### src/rtl/jt1942_snd_pkg.sv
// jt1942_snd_pkg: sound memory map, reset FSM states and IRQ vector
package jt1942_snd_pkg;
  localparam logic [15:0] ROM_LIM   = 16'h3FFF;
  localparam logic [15:0] RAM_BASE  = 16'h4000;
  localparam logic [15:0] RAM_LIM   = 16'h47FF;
  localparam logic [15:0] LAT0_ADDR = 16'h6000;
  localparam logic [15:0] LAT1_ADDR = 16'h6001;
  localparam logic [15:0] AY0_BASE  = 16'h8000;
  localparam logic [15:0] AY0_LIM   = 16'hBFFF;
  localparam logic [15:0] AY1_BASE  = 16'hC000;
  localparam logic [7:0]  IRQ_VEC   = 8'hFF;
  localparam logic [7:0]  OPEN_BUS  = 8'hFF;
  typedef enum logic [1:0] {HOLD, COUNT, RUN} rst_st_e;
endpackage

### src/rtl/jt1942_rst_stretch.sv
// jt1942_rst_stretch: holds the sound CPU in reset for RST_HOLD cen_snd ticks after sres_b rises
module jt1942_rst_stretch
  import jt1942_snd_pkg::*;
#(
  parameter int RST_HOLD = 16,
  localparam int CW = $clog2(RST_HOLD + 1)
) (
  input  logic          clk,
  input  logic          rst,
  input  logic          sres_b,
  input  logic          cen_snd,
  output logic [CW-1:0] count,
  output logic          snd_rst_n
);
  rst_st_e st_q, st_d;
  logic [CW-1:0] cnt_q, cnt_d;
  logic rst_n_q, rst_n_d;
  logic done;
  assign done = cen_snd && cnt_q == CW'(RST_HOLD - 1);
  assign count = cnt_q;
  assign snd_rst_n = rst_n_q;
  // next state: sres_b low always returns to HOLD; counter only advances in COUNT so it saturates in RUN
  always_comb begin
    st_d = !sres_b ? HOLD : st_q == HOLD ? COUNT : (st_q == COUNT && done) ? RUN : st_q;
    cnt_d = (!sres_b || st_q == HOLD) ? '0 : (st_q == COUNT && cen_snd) ? cnt_q + 1'b1 : cnt_q;
    rst_n_d = st_d == RUN;
  end
  // state, counter and registered reset output
  always_ff @(posedge clk) begin
    if (rst) begin
      st_q <= HOLD;
      cnt_q <= '0;
      rst_n_q <= 1'b0;
    end else begin
      st_q <= st_d;
      cnt_q <= cnt_d;
      rst_n_q <= rst_n_d;
    end
  end
endmodule

### src/rtl/jt1942_sndif.sv
// jt1942_sndif: sound CPU glue - latches, address decode, read mux, IRQ and reset stretch
module jt1942_sndif
  import jt1942_snd_pkg::*;
#(
  parameter int RST_HOLD = 16
) (
  input  logic        clk,
  input  logic        rst,
  input  logic        cen3,
  input  logic        cen_snd,
  input  logic [7:0]  main_dout,
  input  logic        snd_latch0_cs,
  input  logic        snd_latch1_cs,
  input  logic        sres_b,
  input  logic        snd_int,
  input  logic [15:0] snd_A,
  input  logic        snd_rd_n,
  input  logic        snd_wr_n,
  input  logic        snd_mreq_n,
  input  logic        snd_iorq_n,
  input  logic        snd_m1_n,
  input  logic [7:0]  rom_data,
  input  logic [7:0]  ram_dout,
  input  logic [7:0]  ay_dout,
  output logic [7:0]  snd_din,
  output logic        rom_cs,
  output logic        ram_cs,
  output logic        ay0_cs,
  output logic        ay1_cs,
  output logic        ay_a0,
  output logic        snd_rst_n,
  output logic        snd_int_n
);
  localparam int CW = $clog2(RST_HOLD + 1);
  logic [7:0] latch0_q, latch0_d, latch1_q, latch1_d;
  logic int_last_q, int_last_d, pend_q, pend_d;
  logic ack, int_edge, mreq, lat0_rd, lat1_rd;
  logic [CW-1:0] rst_cnt;
  logic unused_ok;
  jt1942_rst_stretch #(.RST_HOLD(RST_HOLD)) u_stretch (
    .clk(clk), .rst(rst), .sres_b(sres_b), .cen_snd(cen_snd),
    .count(rst_cnt), .snd_rst_n(snd_rst_n)
  );
  assign unused_ok = &{1'b0, snd_wr_n, rst_cnt};
  assign mreq = !snd_mreq_n;
  assign ack = !snd_iorq_n && !snd_m1_n;
  assign int_edge = cen3 && snd_int && !int_last_q;
  assign rom_cs = mreq && snd_A <= ROM_LIM;
  assign ram_cs = mreq && snd_A >= RAM_BASE && snd_A <= RAM_LIM;
  assign ay0_cs = mreq && snd_A >= AY0_BASE && snd_A <= AY0_LIM;
  assign ay1_cs = mreq && snd_A >= AY1_BASE;
  assign ay_a0 = snd_A[0];
  assign lat0_rd = mreq && !snd_rd_n && snd_A == LAT0_ADDR;
  assign lat1_rd = mreq && !snd_rd_n && snd_A == LAT1_ADDR;
  assign snd_int_n = ~pend_q;
  // read mux: ack vector beats every memory source
  assign snd_din = ack ? IRQ_VEC : rom_cs ? rom_data : ram_cs ? ram_dout : lat0_rd ? latch0_q :
                   lat1_rd ? latch1_q : (ay0_cs || ay1_cs) ? ay_dout : OPEN_BUS;
  // latch loads, edge history on cen3, and pending flag where a fresh edge outranks the ack
  always_comb begin
    latch0_d = (cen3 && snd_latch0_cs) ? main_dout : latch0_q;
    latch1_d = (cen3 && snd_latch1_cs) ? main_dout : latch1_q;
    int_last_d = cen3 ? snd_int : int_last_q;
    pend_d = !snd_rst_n ? 1'b0 : int_edge ? 1'b1 : (cen_snd && ack) ? 1'b0 : pend_q;
  end
  // state registers
  always_ff @(posedge clk) begin
    if (rst) begin
      latch0_q <= '0;
      latch1_q <= '0;
      int_last_q <= 1'b0;
      pend_q <= 1'b0;
    end else begin
      latch0_q <= latch0_d;
      latch1_q <= latch1_d;
      int_last_q <= int_last_d;
      pend_q <= pend_d;
    end
  end
endmodule

### config.mk
export PLATFORM = sky130hd
export DESIGN_NAME = jt1942_sndif
export DESIGN_NICKNAME = d
export VERILOG_FILES = /design/src/rtl/jt1942_snd_pkg.sv /design/src/rtl/jt1942_rst_stretch.sv /design/src/rtl/jt1942_sndif.sv
export SDC_FILE = /design/constraint.sdc
export NUM_CORES = 1
export LEC_CHECK = 0
export ABC_CLOCK_PERIOD_IN_PS = 2750
export BUFFER_PORTS_ARGS = -buffer_cell sky130_fd_sc_hd__buf_4
export CAP_MARGIN = 30
export CORE_ASPECT_RATIO = 0.8
export CORE_MARGIN = 5
export CORE_UTILIZATION = 40
export DETAILED_ROUTE_END_ITERATION = 7
export PLACE_DENSITY = 0.71
export RECOVER_POWER = 25
export SLEW_MARGIN = 20
export SYNTH_ARGS = -nofsm -noshare
export SYNTH_HDL_FRONTEND = slang
export SYNTH_SLANG_ARGS = --single-unit
### constraint.sdc
create_clock -name clk -period 2.75 [get_ports clk]
set_input_delay 0.4125 -clock clk [delete_from_list [all_inputs] [get_ports clk]]
set_output_delay 0.4125 -clock clk [all_outputs]
set_load 0.01 [all_outputs]
==> metrics.md, run 1 <==
| Metric | Value |
|---|---|
| Clock Tree Buf Depth | `2` |
| Multi-input combinational cell area | `913 µm²` |
| CTS root buf | `clkbuf_8` |
| Synth warn | `0` |
| Synth top area share | `34.3%` |
| Most frequent cells after synthesis | `28 x a21oi_1, 28 x nand2_1, 26 x dfxtp_1` |
| Cell Area, Placed | `2070 µm²` |
| EDFF count, synth | `0` |
| Flop and latch count out of synthesis | `26` |
| Number of setup buffers added after CTS | `0` |
| Total core area | `3730 µm²` |
| Area leader, netlist | `dfxtp_1` |
| CTS buffer count | `3` |
| Final layout net count | `325` |
| Leak | `0.000897 µW` |
| Slowest CP cell | `or4_4` |
| Share of layout cells above drive strength 1 | `33.0%` |
| Status | `finished, final reports clean` |
| Port Buffer Count | `74` |
| Final hold viol count | `0` |
| Slew headroom | `44.9%` |
| GRT Util Overall | `17.1%` |
| Asr flop ratio synth | `0%` |
| Worst path required time | `2340 ps` |
| Initial antenna violation count | `0` |
| Peak Freq | `392 MHz` |
| CP arrival | `2140 ps` |
| TritonCTS clock tree | `yes` |
| CP startpoint kind | `primary input` |
| Dpl hpwl | `3.64 mm` |
| Top_reg_cell synth | `dfxtp_1` |
| Most common cell on crit path | `buf_4` |
| N_diodes | `0` |
| Initial DRT Pass Iterations | `4` |
| Slew Viols, Final | `0` |
| Total die area | `5130 µm²` |
| Max H-tree Level | `1` |
| Unrepaired setup endpoints after global routing | `false` |
| Clk sinks | `26` |
| Worst Clk Skew | `2.28 ps` |
| Final GP Congestion | `0.810` |
| Drt wl/cell | `14.9 µm` |
| CP peak stage delay | `560 ps` |
| Detail Route Antenna Nets | `0` |
| Mapped Area | `1520 µm²` |
| Syn nets | `258` |
| Max FO, Critical Path | `9` |
| Largest net degree at the start of global routing | `21` |
| Slew @ Worst Pin | `827 ps` |
| Initial DRC Count | `60` |
| Vias in the first global route | `1477` |
| Mean Syn Cell Area | `7.78 µm²` |
| Initial Utilization | `40.7%` |
| Syn-to-layout area delta | `39.8%` |
| Final period utilization | `92.7%` |
| Register area | `520 µm²` |
| DR vias | `1631` |
| First-pass GRT wire length | `7.04 mm` |
| Synth cell types | `36` |
| Pwr Density | `380 nW/µm²` |
| Max-capacitance violation count | `0` |
| Cells along the critical path | `buf_4 > or4_4 > nor2_8 > and2_4 > a211oi_2 > a2111o_1 > buf_4` |
| Filler Cell Count | `364` |
| Final Setup Violations | `0` |
| Setup crit end kind | `output port` |
| Tmin final | `2550 ps` |
| Clock Pin Slew Worst Setup and Hold Paths | `80 ps` |
| Design Area, Final | `2120 µm²` |
| Total negative setup slack | `0 ps` |
| Register area share after synthesis | `34.3%` |
| GR Overflow Total | `0` |
| Post-Route WL | `4.54 mm` |
| Boundary pin count | `76` |
| Peak VDD IR | `341 µV` |
| Area contributors post-synth | `dfxtp_1 34%, a21oi_1 9.2%, nand2_1 6.9%` |
| DRC Markers | `0` |
| CTS Hold Buffers Added | `0` |
| Post-CTS Resized | `0` |
| Critical Setup Path Class | `primary input to output port` |
| Rows | `20` |
| Vias/cell | `5.35` |
| Horiz. Die Dim | `78.9 µm` |
| DIE HEIGHT | `65.1 µm` |
| Min-delay worst type | `primary input to register` |
| Syn Inst Count | `195` |
| Clock latency at the later pin of the worst-skew pair | `270 ps` |
==> path summary, 6_finish.rpt <==
kind,startpoint,end,slack [ps],depth (start not counted)
setup reg to reg,u_stretch.count[0],u_stretch.count[4],1460,4
hold reg to reg,latch1_q[5],latch1_q[5],460,2
hold / removal,main_dout[5],latch1_q[5],410,3
setup / recovery,snd_A[4],snd_din[4],200,7
==> critical path, delay by kind of cell <==
family / cells / cell delay [ps]
buffers and inverters: 2 / 260
AND/OR/NAND/NOR: 3 / 990
AO/OA/AOI/OAI: 2 / 480
==> stage by stage <==
step,hold WS (ps),setup slack [ps],utilization (%),instances,power (µW)
after global placement,445,219,55.5,301,573
after global routing,412,151,56.9,305,847
after CTS,407,209,57.0,305,815
after detailed placement,449,213,55.5,301,576
final,411,199,56.9,305,806
after floorplan,436,471,-,195,477
==> layer usage <==
metal	vias up	part of all wire, %	global-route usage [%]
met2	49	42	24.8
met1	745	48	25.1
met3	2	9.4	4.66
met5	-	0	0
li1	835	-	-
met4	0	0.79	3.86
==> where the power goes <==
group	switching (µW)	internal (µW)	total [µW]
sequential	6.14	389	395
clock	113	128	241
combinational	77.0	93.7	171
==> cells in the final DEF (no fill, tap or decap), types with 2 or more instances in the layout <==
cell	count
inv_1	4
clkbuf_8	4
dfxtp_1	26
nand2_1	28
nand3_1	16
nand4b_1	8
xor2_1	2
o21ai_0	7
or4_4	2
a211oi_1	9
nand2b_1	4
buf_4	74
nor2_1	20
and3_1	2
a2111o_1	8
ha_1	2
a21oi_1	28
==> cell type report <==
| class | count | share of cell area [%] |
|---|---|---|
| multi-input combinational | 151 | 43.0 |
| timing repair buffer | 75 | 26.4 |
| sequential | 26 | 24.5 |
| clock buffer | 4 | 2.59 |
| tap | 44 | 2.59 |
| inverter | 5 | 0.884 |
==> state kept, by name (all words and copies together) (netlist names) <==
| name | cells |
|---|---|
| latch0_q | 8 |
| latch1_q | 8 |
| u_stretch.count | 5 |
| u_stretch.st_q | 2 |
| int_last_q | 1 |
| pend_q | 1 |
| u_stretch.snd_rst_n | 1 |
==> cells by family (layout without fill, tap and decap cells) <==
family / count (synthesis) / in the layout / share of synthesized area (%)
compound gates: 55 / 55 / 24.3
xor+xnor: 3 / 3 / 1.73
fa+ha+maj: 2 / 2 / 1.65
buf+inv: 18 / 84 / 5.52
flops: 26 / 26 / 34.3
mux: 1 / 1 / 0.660
simple gates: 90 / 90 / 31.8
Power figures use the tool's default switching activity.
==> inputs of run 2 (changes only) <==
- ABC_AREA: not set -> 1
- PLACE_DENSITY: 0.71 -> 0.7
==> metrics.md, run 2 <==
| Metric | Value |
|---|---|
| Leak | `0.00114 µW (+28%)` |
| Final layout net count | `408 (+26%)` |
| Top-count cell post-synth | `nand2_1` |
| Slew @ Worst Pin | `609 ps (-218 ps)` |
| TritonCTS clock tree | `yes` |
| Vias/cell | `4.57 (-14%)` |
| N_diodes | `0 (unchanged)` |
| Most frequent cells in the layout | `72 x buf_4, 59 x nand2_1, 44 x inv_1, 42 x nor2_1, 26 x dfxtp_1` |
| Syn Inst Count | `270 (+38%)` |
| CP startpoint kind | `primary input` |
| First-pass GRT wire length | `7.42 mm (+5.3%)` |
| Initial antenna violation count | `0 (unchanged)` |
| Pwr Density | `362 nW/µm² (-4.8%)` |
| Total die area | `5500 µm² (+7.1%)` |
| Min-delay worst type | `primary input to register` |
| Slew Viols, Final | `0 (unchanged)` |
| Number of setup buffers added after CTS | `0 (unchanged)` |
| Tmin final | `2000 ps (-546 ps)` |
| HP Start | `rst` |
| Final GP Congestion | `0.774 (-4.5%)` |
| Worst path required time | `2340 ps (about the same)` |
| CP arrival | `1590 ps (-550 ps)` |
| Final period utilization | `72.9% (-20 points)` |
| Rows | `20 (unchanged)` |
| Dpl cells | `395 (+31%)` |
| Share of layout cells above drive strength 1 | `27.9% (-5.0 points)` |
| Max-capacitance violation count | `0 (unchanged)` |
| CTS Hold Buffers Added | `0 (unchanged)` |
| CTS root buf | `clkbuf_8` |
| Setup crit start | `snd_A[7]` |
| Syn-to-layout area delta | `39.7% (about the same)` |
| Register area share after synthesis | `31.7% (-2.6 points)` |
| Mean Syn Cell Area | `6.09 µm² (-22%)` |
| Peak Freq | `499 MHz (+27%)` |
| Most common cell after layout, fill and taps aside | `buf_4` |
| Total core area | `3880 µm² (+4.0%)` |
| Initial DRT Pass Iterations | `4 (unchanged)` |
| DIE HEIGHT | `67.3 µm (+3.4%)` |
| Most frequent cells after synthesis | `59 x nand2_1, 44 x inv_1, 42 x nor2_1` |
| DRC Markers | `0 (unchanged)` |
| Clk sinks | `26 (unchanged)` |
| Post-Route WL | `4.31 mm (-5.1%)` |
| Unrepaired setup endpoints after global routing | `false` |
| Drt wl/cell | `10.8 µm (-27%)` |
| DR vias | `1825 (+12%)` |
| Max FO, Critical Path | `6 (-3)` |
| Top_reg_cell synth | `dfxtp_1` |
| Clock Tree Buf Depth | `2 (unchanged)` |
| Initial Utilization | `42.4% (+1.7 points)` |
| Synth top area share | `31.7% (-2.6 points)` |
| Port Buffer Count | `74 (unchanged)` |
| Synth cell types | `26 (-28%)` |
| Post-CTS Resized | `0 (unchanged)` |
| Area contributors post-synth | `dfxtp_1 32%, nand2_1 13%, inv_1 10%` |
| EDFF count, synth | `0 (unchanged)` |
| Design Area, Final | `2300 µm² (+8.3%)` |
| Flop and latch count out of synthesis | `26 (unchanged)` |
| Global routing's busiest layer | `met2` |
| Max H-tree Level | `1 (unchanged)` |
| Clock Pin Slew Worst Setup and Hold Paths | `90 ps (about the same)` |
| Slew headroom | `59.3% (+14 points)` |
| Final Setup Violations | `0 (unchanged)` |
| Final hold viol count | `0 (unchanged)` |
| Mapped Area | `1640 µm² (+8.3%)` |
| GRT Util Overall | `16.8% (-0.27 points)` |
| CTS buffer count | `3 (unchanged)` |
| RR Startpoint | `u_stretch.count[1]` |
| Syn nets | `333 (+29%)` |
| Dpl hpwl | `3.57 mm (-2.0%)` |
| Met3 Use GR | `4.80% (+0.14 points)` |
| Critical Setup Path Class | `primary input to output port` |
| Cell Area, Placed | `2250 µm² (+8.5%)` |
| Clock latency at the later pin of the worst-skew pair | `270 ps (about the same)` |
| Total negative setup slack | `0 ps (unchanged)` |
| Setup crit end kind | `output port` |
| GR Overflow Total | `0 (unchanged)` |
| Vias in the first global route | `1836 (+24%)` |
| Final cell count without fillers | `399 (+31%)` |
| Asr flop ratio synth | `0% (unchanged)` |
| Worst Clk Skew | `4.33 ps (+2.05 ps)` |
| Peak VDD IR | `355 µV (+4.3%)` |
| Status | `finished, final reports clean` |
| Area leader, netlist | `dfxtp_1` |
| Horiz. Die Dim | `81.7 µm (+3.6%)` |
| GR Layer Usage met2 | `27.8% (+3.1 points)` |
| Synth warn | `0 (unchanged)` |
| Detail Route Antenna Nets | `0 (unchanged)` |
| Initial DRC Count | `71 (+18%)` |
| Boundary pin count | `76 (unchanged)` |
| Met1 Track Usage GR | `21.3% (-3.8 points)` |
| Largest net degree at the start of global routing | `18 (-14%)` |
==> run 2: where the power goes <==
| group | total [µW] | internal (µW) | switching (µW) |
|---|---|---|---|
| Combinational | 186 | 97.8 | 88.1 |
| Sequential | 400 | 393 | 6.44 |
| Clock | 245 | 128 | 117 |
| Total | 831 | 619 | 211 |
==> run 2: worst paths after layout <==
check,depth (start not counted),slack (ps),endpoint
max,9,750,snd_din[7]
min,2,320,int_last_q
min reg2reg,1,460,u_stretch.count[3]
max reg2reg,7,1400,u_stretch.snd_rst_n
==> run 2: critical path, stage by stage <==
cell and delay, ps:
buf_4 110, nor2_1 130, nand2_1 130, nor2_1 340
nand4_1 160, nand2_1 110, nand2_1 50, nand2_1 50
buf_4 110
==> run 2: layout make-up <==
class                   instances  area, µm²
inverters                      45        169
clock buffers                   4       55.1
fillers                       408       1580
multi-input cells             195        932
flip-flops and latches         26        520
repair buffers                 74        552
well taps                      55       68.8
==> run 2: per-stage QoR <==
stage	hold WS, ps	utilization, %	setup WS, ps	total power [µW]
final	318	59.2	745	831
after global routing	322	59.2	522	886
after CTS	316	59.3	749	842
after detailed placement	442	57.9	752	597
after global placement	432	57.9	761	594
after floorplan	414	-	1100	495
==> run 2: cell families after synthesis <==
group / count (synthesis) / share of synthesized area (%)
and+or+nand+nor: 146 / 40.1
buffers and inverters: 49 / 11.6
AOI/OAI and AO/OA: 47 / 15.1
DFF: 26 / 31.7
adders and majority gates: 2 / 1.52
==> run 2: per-layer routing <==
| metal | up-vias | wire length (µm) |
|---|---|---|
| met4 | 0 | 48 |
| li1 | 1002 | - |
| met5 | - | 0 |
| met1 | 769 | 2110 |
| met3 | 4 | 318 |
| met2 | 50 | 1820 |
